<file path="src/rtl/loader_pkg.sv">
// Shared definitions for the program loader: FSM state codes shown on the board LEDs.
package loader_pkg;

    typedef enum logic [2:0] {
        S_LOAD       = 3'd0,
        S_WRITE      = 3'd1,
        S_VERIFY_RD  = 3'd2,
        S_VERIFY_CMP = 3'd3,
        S_RELEASE    = 3'd4,
        S_RUN        = 3'd5
    } state_t;

endpackage

</file>
<file path="src/rtl/key_debounce.sv">
// Push-button conditioner: 2-flop synchroniser, stability-count debouncer and a
// single-cycle press pulse on each accepted release-to-press transition.
module key_debounce #(
    parameter int DB_CYCLES = 50000
) (
    input  logic Clock,
    input  logic Resetn,
    input  logic key_n,
    output logic level,
    output logic press
);

    localparam int CNT_W = (DB_CYCLES > 1) ? $clog2(DB_CYCLES + 1) : 1;
    localparam logic [CNT_W-1:0] CNT_MAX = CNT_W'(DB_CYCLES - 1);
    localparam logic [CNT_W-1:0] CNT_ONE = CNT_W'(1);

    logic             sync1_r;
    logic             sync2_r;
    logic             level_r;
    logic             press_r;
    logic [CNT_W-1:0] cnt_r;

    // Synchronise the key, count samples that disagree with the accepted level, flip on a full run.
    always_ff @(posedge Clock) begin
        if (!Resetn) begin
            sync1_r <= 1'b1;
            sync2_r <= 1'b1;
            level_r <= 1'b1;
            press_r <= 1'b0;
            cnt_r   <= '0;
        end else begin
            sync1_r <= key_n;
            sync2_r <= sync1_r;
            press_r <= 1'b0;
            if (sync2_r == level_r) begin
                cnt_r <= '0;
            end else if (cnt_r == CNT_MAX) begin
                cnt_r   <= '0;
                level_r <= sync2_r;
                press_r <= ~sync2_r;
            end else begin
                cnt_r <= cnt_r + CNT_ONE;
            end
        end
    end

    assign level = level_r;
    assign press = press_r;

endmodule

</file>
<file path="src/rtl/program_loader.sv">
// Loads switch-entered instruction words into instruction memory while holding the
// processor in reset. Optional readback check enabled by defining LOADER_VERIFY_EN.
module program_loader
    import loader_pkg::*;
#(
    parameter int ADDR_W    = 7,
    parameter int DATA_W    = 16,
    parameter int DB_CYCLES = 50000
) (
    input  logic              Clock,
    input  logic              Resetn,
    input  logic [DATA_W-1:0] sw_data,
    input  logic              key_commit,
    input  logic              key_done,
    output logic [ADDR_W-1:0] mem_addr,
    output logic [DATA_W-1:0] mem_data,
    output logic              mem_wren,
    input  logic [DATA_W-1:0] mem_q,
    output logic              proc_resetn,
    output logic              proc_run,
    output logic [ADDR_W:0]   word_count,
    output logic              load_full,
    output logic [2:0]        state,
    output logic              verify_err
);

    localparam logic [ADDR_W-1:0] ADDR_ONE = ADDR_W'(1);
    localparam logic [ADDR_W:0]   CNT_ONE  = (ADDR_W + 1)'(1);

    logic commit_level_s, commit_press_s;
    logic done_level_s, done_press_s;

    key_debounce #(.DB_CYCLES(DB_CYCLES)) u_commit_db (
        .Clock  (Clock),
        .Resetn (Resetn),
        .key_n  (key_commit),
        .level  (commit_level_s),
        .press  (commit_press_s)
    );

    key_debounce #(.DB_CYCLES(DB_CYCLES)) u_done_db (
        .Clock  (Clock),
        .Resetn (Resetn),
        .key_n  (key_done),
        .level  (done_level_s),
        .press  (done_press_s)
    );

    state_t            state_r, state_n;
    logic [ADDR_W-1:0] addr_r, addr_n;
    logic [DATA_W-1:0] data_r, data_n;
    logic [ADDR_W:0]   count_r, count_n;
    logic              wren_r;
    logic              run_r;
    logic              full_s;

    // word_count never exceeds 2**ADDR_W, so its top bit alone marks a full memory.
    assign full_s = count_r[ADDR_W];

    // Next-state and datapath updates for the load/write/release/run sequence.
    always_comb begin
        state_n = state_r;
        addr_n  = addr_r;
        data_n  = data_r;
        count_n = count_r;
        case (state_r)
            S_LOAD: begin
                if (done_press_s) begin
                    state_n = S_RELEASE;
                end else if (commit_press_s && !full_s) begin
                    data_n  = sw_data;
                    state_n = S_WRITE;
                end else begin
                    state_n = S_LOAD;
                end
            end
            S_WRITE: begin
                count_n = count_r + CNT_ONE;
`ifdef LOADER_VERIFY_EN
                state_n = S_VERIFY_RD;
`else
                addr_n  = addr_r + ADDR_ONE;
                state_n = S_LOAD;
`endif
            end
`ifdef LOADER_VERIFY_EN
            S_VERIFY_RD: begin
                state_n = S_VERIFY_CMP;
            end
            S_VERIFY_CMP: begin
                addr_n  = addr_r + ADDR_ONE;
                state_n = S_LOAD;
            end
`endif
            S_RELEASE: begin
                state_n = S_RUN;
            end
            S_RUN: begin
                if (done_press_s) begin
                    addr_n  = '0;
                    count_n = '0;
                    state_n = S_LOAD;
                end else begin
                    state_n = S_RUN;
                end
            end
            default: begin
                state_n = S_LOAD;
            end
        endcase
    end

    // State and datapath registers; strobe and run outputs are registered from the next state.
    always_ff @(posedge Clock) begin
        if (!Resetn) begin
            state_r <= S_LOAD;
            addr_r  <= '0;
            data_r  <= '0;
            count_r <= '0;
            wren_r  <= 1'b0;
            run_r   <= 1'b0;
        end else begin
            state_r <= state_n;
            addr_r  <= addr_n;
            data_r  <= data_n;
            count_r <= count_n;
            wren_r  <= (state_n == S_WRITE);
            run_r   <= (state_n == S_RUN);
        end
    end

`ifdef LOADER_VERIFY_EN
    logic err_r;

    // Sticky readback mismatch flag, cleared only by reset or a new load session.
    always_ff @(posedge Clock) begin
        if (!Resetn) begin
            err_r <= 1'b0;
        end else if ((state_r == S_RUN) && done_press_s) begin
            err_r <= 1'b0;
        end else if ((state_r == S_VERIFY_CMP) && (mem_q != data_r)) begin
            err_r <= 1'b1;
        end else begin
            err_r <= err_r;
        end
    end

    assign verify_err = err_r;
`else
    logic unused_s;
    assign unused_s   = ^{mem_q, commit_level_s, done_level_s};
    assign verify_err = 1'b0;
`endif

`ifdef LOADER_VERIFY_EN
    logic unused_levels_s;
    assign unused_levels_s = commit_level_s ^ done_level_s;
`endif

    assign mem_addr    = addr_r;
    assign mem_data    = data_r;
    assign mem_wren    = wren_r;
    assign proc_resetn = run_r;
    assign proc_run    = run_r;
    assign word_count  = count_r;
    assign load_full   = full_s;
    assign state       = state_r;

endmodule

</file>
<file path="config.mk">
export PLATFORM = sky130hd
export DESIGN_NAME = program_loader
export DESIGN_NICKNAME = d
export VERILOG_FILES = /design/src/rtl/loader_pkg.sv /design/src/rtl/key_debounce.sv /design/src/rtl/program_loader.sv
export SDC_FILE = /design/constraint.sdc
export NUM_CORES = 1
export LEC_CHECK = 0
export ABC_AREA = 1
export CAP_MARGIN = 40
export CORE_AREA = 2 2 91 93
export DETAILED_ROUTE_END_ITERATION = 10
export DIE_AREA = 0 0 93 95
export PLACE_DENSITY_LB_ADDON = 0.15
export SLEW_MARGIN = 10
export SYNTH_ARGS = -nofsm -noshare
export SYNTH_HDL_FRONTEND = slang
export SYNTH_SLANG_ARGS = --single-unit
</file>
<file path="constraint.sdc">
create_clock -name Clock -period 1.6 [get_ports Clock]
set_input_delay 0.4 -clock Clock [delete_from_list [all_inputs] [get_ports Clock]]
set_output_delay 0.4 -clock Clock [all_outputs]
set_load 0.01 [all_outputs]
</file>
==> impl_metrics.env <==
export IMPL_status="completed"
export IMPL_die_h_um=95
export IMPL_ys_seq_area_frac=0.4397
export IMPL_diodes=0
export IMPL_crit_chain="ha_1 -> nand3_1 -> nor2_2 -> nand3_2 -> nand2_8 -> a21oi_1"
export IMPL_clkLatencyLatePin_ns=0.35
export IMPL_grt_pass1_wl_mm=11.63
export IMPL_drc=0
export IMPL_arrival_ns=1.71
export IMPL_cp_buffers_inverters=0
export IMPL_grt_util_all_layers=0.1635
export IMPL_p_leak_nw=1.670
export IMPL_avgRoutedWirePerCell_um=10.68
export IMPL_avgSynthCellArea_sq_um=7.343
export IMPL_layout_common_cells="nand2_1 (86), dfxtp_1 (71), inv_1 (62), nor2_1 (62), a21oi_1 (40)"
export IMPL_min_period_over_period=0.9184
export IMPL_netlist_instances=465
export IMPL_ys_types=34
export IMPL_grt_pass1_vias=2687
export IMPL_instances_no_fill=637
export IMPL_vias=2939
export IMPL_path_max_fanout=16
export IMPL_fillers=804
export IMPL_num_rows=33
export IMPL_ys_ff_latch=75
export IMPL_rsz0062_at_grt="no"
export IMPL_cts_setup_buffers=0
export IMPL_ctsHoldBuffers=0
export IMPL_drv_cap=0
export IMPL_slowest_delay_ns=0.37
export IMPL_period_needed_ns=1.470
export IMPL_synthToLayoutAreaGrowth_pct=23.86
export IMPL_p_total_mw=3.315
export IMPL_grt_max_degree=34
export IMPL_grt_overflow=0
export IMPL_cp_data_required_time_ns=1.84
export IMPL_ant_nets=0
export IMPL_end_kind="flop"
export IMPL_drt_iter0_drc=121
export IMPL_routed_wl_mm=6.803
export IMPL_synth_cell_area_sq_um=3415
export IMPL_post_dp_hpwl_mm=4.990
export IMPL_io_pins=75
export IMPL_synth_area_leader_cell="dfxtp_1"
export IMPL_peakVddDrop_uv=368.2
export IMPL_synth_top_area_share=0.4397
export IMPL_synthTopCellsByArea="dfxtp_1 (44%), nand2_1 (9.5%), inv_1 (6.8%)"
export IMPL_min_path_type="flop to flop"
export IMPL_antenna_found_initial=0
export IMPL_fin_worst_skew_ns=0.01148
export IMPL_setup_viol=0
export IMPL_fmax_ghz=0.6805
export IMPL_final_hold_violation_count=0
export IMPL_die_x_um=93
export IMPL_final_max_slew_viol_count=0
export IMPL_drive_gt1_frac=0.1222
export IMPL_crit_family="simple AND/OR/NAND/NOR gates"
export IMPL_cts_tree="built"
export IMPL_worstSetupStartpointType="flop"
export IMPL_placed_cells=621
export IMPL_dp_slack_ns=-0.1504
export IMPL_post_cts_resize_count=41
export IMPL_first_pass_iters=4
export IMPL_htreeDepth=3
export IMPL_place_gp_congestion=0.8475
export IMPL_cts_made_buffers=9
export IMPL_cts_sinks=75
export IMPL_setup_ws_ns=0.1305
export IMPL_io_buffers=56
export IMPL_crit_path_top_delay_cell="dfxtp_1"
export IMPL_power_density_nw_per_um2=783.8
export IMPL_die_area_sq_um=8835
export IMPL_ys_warn_count=0
export IMPL_core_sq_um=7928
export IMPL_cts_buffer_depth=2
export IMPL_initial_core_util=0.4307
export IMPL_cts_root_buf="clkbuf_8"
export IMPL_via_per_inst=4.614
export IMPL_final_common_cell="nand2_1"
export IMPL_finalNetCount=567
export IMPL_path_class="flop to flop"
export IMPL_clk_pin_slew_ns=0.09
## power by group
group          switching [mW]  leakage, nW  internal [mW]
Combinational          0.0436        0.983         0.0565
Sequential            0.00254        0.607           1.87
Clock                   0.758       0.0804          0.583
Total                   0.805         1.67           2.51
## routing by layer
layer	track usage	vias up	wire, um
li1	-	1595	-
met1	0.2128	1293	3360
met2	0.2609	44	3136
met3	0.04070	7	211
met4	0.06618	0	94
met5	0	-	0
## path summary, 6_finish.rpt
| path | startpoint | end | slack [ns] | cells past startpoint |
|---|---|---|---|---|
| max | u_done_db.cnt_r[0] | u_done_db.cnt_r[11] | 0.13 | 6 |
| min | u_done_db.sync1_r | u_done_db.sync2_r | 0.42 | 1 |
| max reg2reg | u_done_db.cnt_r[0] | u_done_db.cnt_r[11] | 0.13 | 6 |
| min reg2reg | u_done_db.sync1_r | u_done_db.sync2_r | 0.42 | 1 |
## flip-flops by register name, summed over array words and instances, names as in the netlist
register,cells
word_count,8
u_done_db.sync2_r,1
u_commit_db.press,1
u_commit_db.sync1_r,1
proc_resetn,1
mem_addr,7
mem_data,16
state,2
u_done_db.cnt_r,16
u_commit_db.sync2_r,1
u_done_db.sync1_r,1
u_done_db.level,1
u_commit_db.level,1
u_done_db.press,1
mem_wren,1
u_commit_db.cnt_r,16
## cells in the mapped netlist (all sizes together)
cell type	instances
or2	5
dfxtp	75
nand3	26
nand2	92
o21ai	30
o31ai	1
clkbuf	3
clkinv	1
xnor2	4
a21oi	42
ha	4
nor2	77
inv	65
nor3	4
xor2	9
conb	1
nand3b	1
buf	11
o211ai	1
nand4	12
o21bai	1
## layout make-up
type | count | area, sq um | area share
multi-input combinational | 311 | 1573 | 0.3719
sequential | 75 | 1506 | 0.3562
timing repair buffer | 64 | 586.8 | 0.1388
inverter | 66 | 249.0 | 0.05888
tap | 105 | 131.4 | 0.03107
clock buffer | 9 | 123.9 | 0.02929
clock inverter | 7 | 58.81 | 0.01391
## logic make-up (layout without fill, tap and decap cells)
group           Yosys count  in the layout  share of synthesized area
xor+xnor                 13             13                    0.03335
buf+inv                  80            146                     0.1048
compound gates           75             75                     0.1143
simple gates            217            217                     0.2920
flops                    75             75                     0.4397
other cells               1              2                   0.001098
fa+ha+maj                 4              4                    0.01466
## worst register-to-register path: stages (launching register included)
cell and delay [ns]:
dfxtp_1 0.37, ha_1 0.19, nand3_1 0.18, nor2_2 0.19
nand3_2 0.18, nand2_8 0.19, a21oi_1 0.07
## per-stage QoR
stage	utilization	setup TNS [ns]	cell area (sq um)	hold WS, ns
global route	0.5335	0	4229	0.4545
CTS	0.5317	0	4215	0.4180
detailed placement	0.5139	-4.403	4074	0.3981
floorplan	-	0	3418	0.3925
finish	0.5335	0	4229	0.4171
global placement	0.5139	-2.469	4074	0.3977
No activity file was read; power rests on OpenSTA's default activity.
